## src/rtl/simon_key_schedule.sv

```systemverilog
// SIMON key expansion engine: loads an M-word master key, generates T round keys
// one per cycle into a local store, then serves reads by round index with one cycle of latency.
module simon_key_schedule #(
  parameter int N = 48,
  parameter int M = 2
) (
  input  logic           clk,
  input  logic           rst,
  input  logic           start,
  input  logic [N*M-1:0] key,
  input  logic [6:0]     i,
  output logic [N-1:0]   key_i,
  output logic           ready
);

  function automatic int calc_t(int n, int m);
    case (n)
      16:      return 32;
      24:      return 36;
      32:      return (m == 3) ? 42 : 44;
      48:      return (m == 2) ? 52 : 54;
      default: return (m == 2) ? 68 : (m == 3) ? 69 : 72;
    endcase
  endfunction

  function automatic int calc_zsel(int n, int m);
    case (n)
      16:      return 0;
      24:      return (m == 3) ? 0 : 1;
      32:      return (m == 3) ? 2 : 3;
      48:      return (m == 2) ? 2 : 3;
      default: return (m == 2) ? 2 : (m == 3) ? 3 : 4;
    endcase
  endfunction

  // Literals are written leftmost-first; the result is flipped so bit j is sequence element j.
  function automatic logic [61:0] zseq(int s);
    logic [61:0] z, r;
    case (s)
      0:       z = 62'b11111010001001010110000111001101111101000100101011000011100110;
      1:       z = 62'b10001110111110010011000010110101000111011111001001100001011010;
      2:       z = 62'b10101111011100000011010010011000101000010001111110010110110011;
      3:       z = 62'b11011011101011000110010111100000010010001010011100110100001111;
      default: z = 62'b11010001111001101011011000100000010111000011001010010011101111;
    endcase
    for (int j = 0; j < 62; j++) r[j] = z[61-j];
    return r;
  endfunction

  localparam int          T    = calc_t(N, M);
  localparam int          ZSEL = calc_zsel(N, M);
  localparam int          AW   = $clog2(T);
  localparam logic [61:0] Z    = zseq(ZSEL);

  function automatic logic [N-1:0] ror(logic [N-1:0] x, int r);
    return (x >> r) | (x << (N - r));
  endfunction

  typedef enum logic [1:0] {S_IDLE, S_BUSY, S_DONE} state_t;

  state_t              state;
  logic [N-1:0]        ks [T];
  logic [M-1:0][N-1:0] win;   // win[0] = k[cnt-M] ... win[M-1] = k[cnt-1]
  logic [6:0]          cnt;
  logic [5:0]          zidx;
  logic [N-1:0]        a, tmp, nk;

  assign a   = ror(win[M-1], 3) ^ ((M == 4) ? win[1] : '0);
  assign tmp = a ^ ror(a, 1);
  // XOR with the z bit and 3 collapses to: bit1 flipped, bit0 flipped unless z is set.
  assign nk  = ~win[0] ^ tmp ^ {{(N-2){1'b0}}, 1'b1, ~Z[zidx]};

  always_ff @(posedge clk) begin
    if (rst) begin
      state <= S_IDLE;
      ready <= 1'b0;
      key_i <= '0;
      cnt   <= '0;
      zidx  <= '0;
    end else begin
      key_i <= (ready && !start && i < 7'(T)) ? ks[i[AW-1:0]] : '0;
      case (state)
        S_BUSY: begin
          if (cnt == 7'(T)) begin
            state <= S_DONE;
            ready <= 1'b1;
          end else begin
            ks[cnt[AW-1:0]] <= nk;
            win  <= {nk, win[M-1:1]};
            cnt  <= cnt + 7'd1;
            zidx <= (zidx == 6'd61) ? 6'd0 : zidx + 6'd1;
          end
        end
        default: begin
          if (start) begin
            state <= S_BUSY;
            ready <= 1'b0;
            cnt   <= 7'(M);
            zidx  <= '0;
            win   <= key;
            for (int j = 0; j < M; j++) ks[j] <= key[j*N +: N];
          end
        end
      endcase
    end
  end

endmodule

```

## config.mk

```make
export PLATFORM = sky130hd
export DESIGN_NAME = simon_key_schedule
export DESIGN_NICKNAME = d
export VERILOG_FILES = /design/src/rtl/simon_key_schedule.sv
export SDC_FILE = /design/constraint.sdc
export NUM_CORES = 2
export LEC_CHECK = 0
export ABC_AREA = 1
export BUFFER_PORTS_ARGS = -buffer_cell sky130_fd_sc_hd__buf_2
export CORE_ASPECT_RATIO = 1.25
export CORE_UTILIZATION = 45
export CTS_CLUSTER_DIAMETER = 80
export DETAILED_ROUTE_END_ITERATION = 10
export SYNTH_ARGS = -nofsm -noshare
export SYNTH_HDL_FRONTEND = slang
export SYNTH_SLANG_ARGS = --single-unit
```

## constraint.sdc

```tcl
create_clock -name clk -period 10.9 [get_ports clk]
set_input_delay 0.545 -clock clk [delete_from_list [all_inputs] [get_ports clk]]
set_output_delay 0.545 -clock clk [all_outputs]
set_load 0.05 [all_outputs]
```

==> summary.md <==
| Metric | Value |
|---|---|
| Comb power frac | 0.090 |
| Fmax | 211.3 MHz |
| Initial core utilization | 0.4527 |
| Primary FF master, synth | edfxtp_1 |
| # clock sinks | 2,656 |
| Switching Share | 0.2410 |
| Type of origin of the critical path | register |
| Post-Syn Area per Cell | 12.75 um^2 |
| R2R depth | 9 |
| Min-Delay Startpoint | key[15] |
| CP Launch Point | ready |
| Vias per cell | 5.861 |
| Clock share of power | 0.391 |
| Max stage delay on crit path | 890 ps |
| Layout overhead on the synthesized area | 12.63% |
| Most frequent cells in the layout | edfxtp_1, nor2_1, o21ai_0 |
| Vias in the first global route | 66,060 |
| WL per Instance | 26.41 um |
| Async S/R FF share, synth | 0 |
| Initial antenna violation count | 11 |
| DRT Pass-1 Iters | 9 |
| CTS Buf Count | 273 |
| Share of layout cells above drive strength 1 | 0.09365 |
| Data required, critical path | 11,360 ps |
| RSZ-0062 raised after global routing | no |
| TritonCTS clock tree | built |
| I/O Buffers | 154 |
| Post_cts resized | 0 |
| Register area share after synthesis | 0.7435 |
| Clk buf depth | 4 |
| Residual DRC | 56 |
| Clk slew on worst S/H paths | 60 ps |
| RePlAce Congestion | 0.9533 |
| Crit share post-route | 0.4343 |
| Crit Path Class | reg2reg |
| Final HPWL DP | 168,000 um |
| Unique cell type count in the Yosys netlist | 36 |
| Vias | 68,700 |
| Slew Viols, Final | 0 |
| Hold crit path type | in2reg |
| WHS | 43.98 ps |
| Top delay family on crit path | simple AND/OR/NAND/NOR gates |
| Final ANT Viol Nets | 0 |
| Pleak | 39.13 nW |
| Final hold vios | 0 |
| Switch Pwr | 5.551 mW |
| Fin nets | 8,512 |
| First-pass GRT wire length | 448,900 um |
| Core area | 0.2350 mm^2 |
| Worst vdd ir | 152.9 uV |
| Setup TNS | 0 ps |
| Mapped Area | 0.1064 mm^2 |
| # IOs | 155 |
| Hold EP | win[15] |
| Reg power frac | 0.519 |
| Reg-to-reg endpoint | ks[7][18] |
| Failing checks | design-rule violations |
| Min Tclk post-route | 4733 ps |
| Die extent in x | 436.9 um |
| Synth warnings | 0 |
| Hold depth | 3 |
| Setup-failing EPs final | 0 |
| Post-Syn Nets | 8,456 |
| Die Y | 545.7 um |
| Overall routed net length | 309,500 um |
| Commonest non-fill, non-tap cell in the layout | edfxtp_1 |
| CTS root buffer | clkbuf_16 |
| Slew @ Worst Pin | 1325 ps |
| CP cell instances | inv_1 -> nand2_1 -> buf_4 -> inv_4 -> nand2_1 -> nor2_1 -> nand4_1 -> nor2_4 -> buf_4 |
| Worst skew pair latency | 840 ps |
| H-Tree Depth | 5 |
| Post-CTS Setup Bufs | 0 |
| Pint | 17.48 mW |
| Crit path DAT | 5190 ps |
| Setup crit end kind | register |
| Post-synth EDFFs | 2,592 |
| Die area | 0.2384 mm^2 |
| Starting DRT DRC Count | 7,738 |
| Reg2reg setup slack | 6170 ps |
| Slowest cell on the critical path | nor2_4 |
| Final design utilization | 0.5099 |
| Yosys reg bits | 2,656 |
| Grt ovf | 0 |
| Slew HR | 0.1095 |
| Max-cap violations | 0 |
| Peak fanout along the critical path | 56 |
| FF-to-FF Start | ready |
| # rows | 199 |
| Buf+Inv Stages, Crit Path | 4 |
| Largest net degree at the start of global routing | 191 |
| Total Routing Usage GR | 0.2542 |
| Clk_skew | 35.47 ps |
| P per Cell Area | 192.2 mW/mm^2 |
| Mapped Cells | 8,343 |
| Outcome | finished, violations left |
-- stage by stage --
step	instances	power, mW	instance area (um^2)	worst slack (ps)
final	11720	23.04	119800	6167
after global routing	11710	23.67	119800	5858
after CTS	11710	23.12	119800	6151
after detailed placement	11210	14.20	111100	6189
after global placement	11210	14.14	111100	6225
after floorplan	8343	13.29	106400	5340
-- repair_timing --
action,in CTS,in global routing
endpoints found under the setup margin,0,0
hold endpoints to repair,27,0
hold buffers,25,0
-- logic make-up (layout without fill, tap and decap cells) --
| group | count (synthesis) | in the layout | synth area share |
|---|---|---|---|
| buffers and inverters | 740 | 993 | 0.03241 |
| other | 0 | 9 | 0 |
| XOR/XNOR | 100 | 100 | 0.008231 |
| flip-flops | 2656 | 2656 | 0.7435 |
| adder cells (fa/ha/maj) | 7 | 7 | 0.0008231 |
| AND/OR/NAND/NOR | 2699 | 2699 | 0.09949 |
| AO/OA/AOI/OAI | 2141 | 2141 | 0.1155 |
-- sequential cells by signal (all words and copies together) (netlist names), named ones only --
name	flops
state	1
ready	1
win	96
key_i	48
ks	2496
zidx	6
cnt	7
-- power groups by stage --
stage          Sequential [mW]  Clock, mW  Combinational, mW
5_1_grt                   12.0       9.49               2.22
6_report                  12.0       9.01               2.06
2_1_floorplan             12.2          0               1.11
3_5_place_dp              12.2          0               2.02
4_1_cts                   12.0       9.12               2.04
3_3_place_gp              12.2          0               1.97
-- how the worst max path moves through the flow --
stage | to | slack [ps] | cells past startpoint
floorplan | ks[0][0] | 5340 | 9
global placement | ks[7][18] | 6220 | 9
detailed placement | ks[7][18] | 6190 | 9
CTS | ks[7][18] | 6150 | 9
global route | ks[7][28] | 5860 | 9
finish | ks[7][18] | 6170 | 9
-- area by class of cell --
type | count | area [um^2]
Fill cell | 19950 | 115200
Sequential cell | 2656 | 79120
Multi-Input combinational cell | 4947 | 25170
Clock buffer | 362 | 7478
Tap cell | 3115 | 3897
Timing Repair Buffer | 360 | 2575
Clock inverter | 110 | 942.2
Inverter | 161 | 643.1
Antenna cell | 9 | 22.52
-- per-layer routing --
layer,up-vias,GRT usage,share of wire
met3,562,0.03886,0.075
met5,-,0,0.000081
met1,34550,0.3425,0.40
li1,30620,-,-
met4,4,0.08930,0.036
met2,2952,0.4190,0.48
-- tightest hold or removal path, stage by stage --
cell and delay [ps]:
buf_2 100, nand2_1 50, nand2_1 70
-- synthesized netlist by cell type, drive strengths merged, types with 2 or more instances --
cell type,number,area [um^2]
a21o,4,30.03
a21oi,60,300.3
a22o,2,17.52
buf,252,1613
clkbuf,327,1229
clkinv,2,7.510
dfxtp,64,1281
edfxtp,2592,77830
ha,7,87.58
inv,159,599.3
nand2,782,2940
nand3,337,1687
nand4,7,43.79
nor2,1568,5886
nor3,3,15.01
o211ai,338,2537
o21ai,1377,6892
o21bai,7,52.55
o221ai,98,858.3
o22ai,253,1583
xnor2,49,429.2
xor2,51,446.7
Power figures use the tool's default switching activity.
